[src/rtl/rle_block_decoder.sv]
// Run-length block decoder: expands zig-zag (value, count) pairs into an 8x8 block buffer and
// streams it out in raster order. Define RLE_EOB_ZERO_FILL_EN to zero-fill a block ended by s_last.
module rle_block_decoder #(
  parameter int unsigned DATA_WIDTH  = 11,
  parameter int unsigned COUNT_WIDTH = 7
) (
  input  logic                         clk_in,
  input  logic                         rst_in,
  input  logic                         s_valid,
  output logic                         s_ready,
  input  logic signed [DATA_WIDTH-1:0] s_value,
  input  logic [COUNT_WIDTH-1:0]       s_count,
  input  logic                         s_last,
  output logic                         m_valid,
  input  logic                         m_ready,
  output logic signed [DATA_WIDTH-1:0] m_data,
  output logic                         m_last,
  output logic                         err_out
);

  typedef enum logic [1:0] {StFill, StRun, StEmit, StZfill} state_e;

  // Zig-zag scan index -> raster index (standard JPEG order).
  localparam logic [5:0] Zz2Nat [64] = '{
    6'd0,  6'd1,  6'd8,  6'd16, 6'd9,  6'd2,  6'd3,  6'd10,
    6'd17, 6'd24, 6'd32, 6'd25, 6'd18, 6'd11, 6'd4,  6'd5,
    6'd12, 6'd19, 6'd26, 6'd33, 6'd40, 6'd48, 6'd41, 6'd34,
    6'd27, 6'd20, 6'd13, 6'd6,  6'd7,  6'd14, 6'd21, 6'd28,
    6'd35, 6'd42, 6'd49, 6'd56, 6'd57, 6'd50, 6'd43, 6'd36,
    6'd29, 6'd22, 6'd15, 6'd23, 6'd30, 6'd37, 6'd44, 6'd51,
    6'd58, 6'd59, 6'd52, 6'd45, 6'd38, 6'd31, 6'd39, 6'd46,
    6'd53, 6'd60, 6'd61, 6'd54, 6'd47, 6'd55, 6'd62, 6'd63
  };

  state_e                         state_q;
  logic [5:0]                     zz_idx_q;
  logic [5:0]                     rd_idx_q;
  logic [5:0]                     rd_next;
  logic [COUNT_WIDTH-1:0]         rem_q;
  logic signed [DATA_WIDTH-1:0]   run_val_q;
  logic                           clr_pend_q;
  logic signed [DATA_WIDTH-1:0]   blk_mem [64];
  logic                           wr_en;
  logic signed [DATA_WIDTH-1:0]   wr_data;

`ifdef RLE_EOB_ZERO_FILL_EN
  logic last_q;
`else
  logic unused_s_last;
  assign unused_s_last = s_last;
`endif

  assign rd_next = rd_idx_q + 6'd1;

  always_comb begin
    wr_en   = 1'b0;
    wr_data = run_val_q;
    if (state_q == StRun) wr_en = 1'b1;
`ifdef RLE_EOB_ZERO_FILL_EN
    if (state_q == StZfill) begin
      wr_en   = 1'b1;
      wr_data = '0;
    end
`endif
  end

  always_ff @(posedge clk_in) begin
    if (wr_en) blk_mem[Zz2Nat[zz_idx_q]] <= wr_data;
  end

  always_ff @(posedge clk_in or posedge rst_in) begin
    if (rst_in) begin
      state_q    <= StFill;
      zz_idx_q   <= '0;
      rd_idx_q   <= '0;
      rem_q      <= '0;
      run_val_q  <= '0;
      clr_pend_q <= 1'b0;
      s_ready    <= 1'b0;
      m_valid    <= 1'b0;
      m_last     <= 1'b0;
      m_data     <= '0;
      err_out    <= 1'b0;
`ifdef RLE_EOB_ZERO_FILL_EN
      last_q     <= 1'b0;
`endif
    end else begin
      unique case (state_q)
        StFill: begin
          s_ready <= 1'b1;
          if (s_valid && s_ready) begin
            run_val_q  <= s_value;
            rem_q      <= s_count;
            clr_pend_q <= 1'b0;
            // The post-EMIT clear and a new zero-count error both land in this cycle.
            err_out    <= (err_out && !clr_pend_q) || (s_count == '0);
`ifdef RLE_EOB_ZERO_FILL_EN
            last_q     <= s_last;
`endif
            if (s_count != '0) begin
              state_q <= StRun;
              s_ready <= 1'b0;
            end
          end
        end
        StRun: begin
          zz_idx_q <= zz_idx_q + 6'd1;
          rem_q    <= rem_q - COUNT_WIDTH'(1);
          if (zz_idx_q == 6'd63) begin
            // Block full; any leftover run length is an overrun and is dropped.
            state_q  <= StEmit;
            zz_idx_q <= '0;
            rd_idx_q <= '0;
            m_valid  <= 1'b1;
            m_data   <= blk_mem[0];
            m_last   <= 1'b0;
            if (rem_q > COUNT_WIDTH'(1)) err_out <= 1'b1;
          end else if (rem_q == COUNT_WIDTH'(1)) begin
`ifdef RLE_EOB_ZERO_FILL_EN
            if (last_q) begin
              state_q <= StZfill;
            end else begin
              state_q <= StFill;
              s_ready <= 1'b1;
            end
`else
            state_q <= StFill;
            s_ready <= 1'b1;
`endif
          end
        end
        StZfill: begin
          zz_idx_q <= zz_idx_q + 6'd1;
          if (zz_idx_q == 6'd63) begin
            state_q  <= StEmit;
            zz_idx_q <= '0;
            rd_idx_q <= '0;
            m_valid  <= 1'b1;
            m_data   <= blk_mem[0];
            m_last   <= 1'b0;
          end
        end
        StEmit: begin
          if (m_ready) begin
            if (rd_idx_q == 6'd63) begin
              state_q    <= StFill;
              rd_idx_q   <= '0;
              m_valid    <= 1'b0;
              m_last     <= 1'b0;
              s_ready    <= 1'b1;
              clr_pend_q <= 1'b1;
            end else begin
              rd_idx_q <= rd_next;
              m_data   <= blk_mem[rd_next];
              m_last   <= (rd_next == 6'd63);
            end
          end
        end
        default: state_q <= StFill;
      endcase
    end
  end

endmodule

[config.mk]
export PLATFORM = sky130hd
export DESIGN_NAME = rle_block_decoder
export DESIGN_NICKNAME = d
export VERILOG_FILES = /design/src/rtl/rle_block_decoder.sv
export SDC_FILE = /design/constraint.sdc
export NUM_CORES = 1
export LEC_CHECK = 0
export CORE_AREA = 5 5 240 242
export CTS_CLUSTER_SIZE = 8
export DETAILED_ROUTE_END_ITERATION = 8
export DIE_AREA = 0 0 245 247
export DONT_BUFFER_PORTS = 1
export PLACE_DENSITY = 0.76
export SLEW_MARGIN = 40
export SYNTH_ARGS = -nofsm -noshare
export SYNTH_HDL_FRONTEND = slang
export SYNTH_SLANG_ARGS = --single-unit
[constraint.sdc]
create_clock -name clk_in -period 3.4 [get_ports clk_in]
set_input_delay 0.68 -clock clk_in [delete_from_list [all_inputs] [get_ports clk_in]]
set_output_delay 0.68 -clock clk_in [all_outputs]
set_load 0.03 [all_outputs]
==> metrics.txt <==
status complete, no violations; DRT Wirelength around 75 mm; pre-CTS setup slack 0.0964 ns; initial antenna violation count 0; die area 60500 um2; Max Clk Rate 0.303 GHz; MaxCap Viol Count 0; first-pass GRT wire length 113 mm; Ant. Diodes 0; Post-synth EDFFs a little over 700; cell leakage power between 10 and 15 nW; share of layout cells above drive strength 1 0.282; cell accounting for the most synthesized area edfxtp_1; Rows between 80 and 90; Critical Path AT 3.80 ns; total global routing overflow 0; sequential-to-total area share from yosys stat 0.719; Post-DP HPWL 46.2 mm; post-route setup slack roughly 0.1 ns; final setup violation count 0; #FFs+latches synth 752; critical path launch point rd_idx_q[0]; min-delay worst type in2reg; Post-Layout Cell Count approximately 2.6k; Ports 38; Worst setup SP type flip-flop; worst setup path endpoint m_data[0]; syn avg cell area 18.3 um2; number of port buffers 0; Worst R2R End m_data[0]; Clk Latency, worst-skew pair 0.65 ns; vias in the first global route roughly 17k; clock transition at the registers of the reported paths 0.05 ns; Layout Nets around 1.9k; width of the die 245 um; drt wl/cell 28.5 um; Vias/cell around 6.5; drt drc 0; placed insts 2454; Rel. slew slack 0.450; CTS tree built; Top FF cell, synth edfxtp_1; antenna-violating nets left 0; Synth area leaders edfxtp_1 (68%), mux4_2 (13%), dfrtp_1 (3.9%), nand2_1 (1.8%), nor2_1 (1.1%); Synth Cell Area 31100 um2; ys async rst share 0.0638; DRT iter0 DRCs 1923; clk root buf clkbuf_16; Yosys top cell area share 0.681; overall power 0.0193 W; Hold Violations, Final 0; Die Height roughly 250 um; unrepaired setup endpoints after global routing true; TritonRoute pass-1 iters 5; clk_skew 0.0330 ns; GRT Total Usage 0.253; pin count of the biggest net entering global routing 66; Mapped Cells between 1.5k and 2k; DR vias around 17k; hold_sp m_ready; Cell variety after synth 79; Mapped Nets 1744; core area 54900 um2; H-tree levels 3; Warnings, synthesis 0; final hold slack 0.182 ns; nature of the critical path endpoint flip-flop; commonest cells after routing, fill and taps aside edfxtp_1 (704), mux4_2 (178), nand2_1 (151); area grow syn2layout 15.7%; Tcrit/Tclk final 0.971; CP required between 3 and 4 ns; Routability Congestion 0.904; Initial Util 0.566; Register-to-Register Path Depth 6; Pwr Density approximately 540 nW/um2; critical path type reg2reg; Fillers around 3.5k; Worst Path Max Fanout 52; Clock Path Buffers 3; Reg-to-Reg Start rd_idx_q[0]; minimum clock period roughly 3.3 ns; commonest non-fill, non-tap cell in the layout edfxtp_1; Worst Tran Pin Value 0.825 ns; CTS sink cnt approximately 750; Peak VDD IR 373 uV; Slew Viols, Final 0; TritonCTS Buffers 104; FF-to-FF setup slack slightly below 0.1 ns
-- Yosys cell counts (all sizes together), types with 5 or more instances --
library cell and n:
and3 5, o21ai 39, nand2 151, nor4 6, xnor2 8, mux4 187, xor2 5, inv 21
edfxtp 704, a32oi 6, a21oi 43, nor3 17, dfrtp 48, o211ai 5, nor2 90, nand2b 8
mux2i 26, a211oi 7, or3 6, o22ai 7, a31oi 8, nand3 61, nand4 27, nor2b 8
ha 24, buf 65, o31ai 10, nand3b 7, mux2 19, clkbuf 27
-- power by group --
part            total, W  leakage, nW  switching [W]  internal, W
clock network    0.00931         1.40        0.00367      0.00565
registers        0.00999         5.44    0.000000202      0.00999
logic          0.0000185         3.33      0.0000146   0.00000392
total             0.0193         10.2        0.00368       0.0156
-- worst min path at each step --
| stage | endpoint | slack, ns | cells past startpoint |
|---|---|---|---|
| after detailed placement | err_out | 0.47 | 1 |
| after global routing | rd_idx_q[2] | 0.17 | 2 |
| after floorplan | err_out | 0.45 | 1 |
| final | rd_idx_q[2] | 0.18 | 2 |
| after global placement | rem_q[3] | 0.46 | 1 |
| after CTS | rd_idx_q[2] | 0.15 | 2 |
-- cell families after synthesis --
logic type                 count (synthesis)  share of synthesized area
and+or+nand+nor                          406                     0.0611
xor gates and xnor gates                  13                    0.00475
DFF                                      752                      0.719
adders and majority gates                 24                    0.00967
buffers and inverters                    113                     0.0196
muxes                                    232                      0.152
AOI/OAI and AO/OA                        157                     0.0335
-- state kept, by name (all words and copies together), names as in the netlist --
signal and cells:
s_ready 1, state_q 2, rd_idx_q 6, blk_mem 704, rem_q 7, m_last 1, err_out 1, clr_pend_q 1
run_val_q 11, m_data 11, zz_idx_q 6, m_valid 1
-- repair_timing --
item | 4_1_cts | 5_1_grt
buffers inserted | 0 | 4
endpoints found under the setup margin | 0 | 150
resized for setup | 0 | 3
hold buffers | 1 | 0
endpoints found under the hold margin | 5 | 0
-- per-stage QoR --
step	TNS [ns]	util	cell area, um2
5_1_grt	-1.31	0.655	35900
6_report	0	0.655	35900
2_1_floorplan	-16.02	-	31200
3_3_place_gp	-1.25	0.598	32800
4_1_cts	0	0.654	35900
3_5_place_dp	0	0.600	32900
-- critical path, stage by stage (launching register included) --
cell,delay (ns)
dfrtp_4,0.53
buf_12,0.36
buf_4,0.44
mux4_2,0.56
mux4_2,0.52
o21ai_0,0.52
o31ai_1,0.13
-- final cells by class --
type / count / area (um2) / share of cell area
Clock buffer: 166 / 2850 / 0.0792
Clock inverter: 6 / 95.1 / 0.00265
Inverter: 21 / 78.8 / 0.00219
Multi-Input combinational cell: 832 / 8380 / 0.233
Sequential cell: 752 / 22400 / 0.623
Tap cell: 704 / 881 / 0.0245
Timing Repair Buffer: 150 / 1280 / 0.0356
-- per-layer routing --
layer  track usage  vias up  wire [um]
met5             0        -          0
met4        0.0983        0       2930
met3        0.0572      164       7130
met2         0.410      982      36900
met1         0.342     8725      28100
li1              -     7192          -
Power figures use the tool's default switching activity.
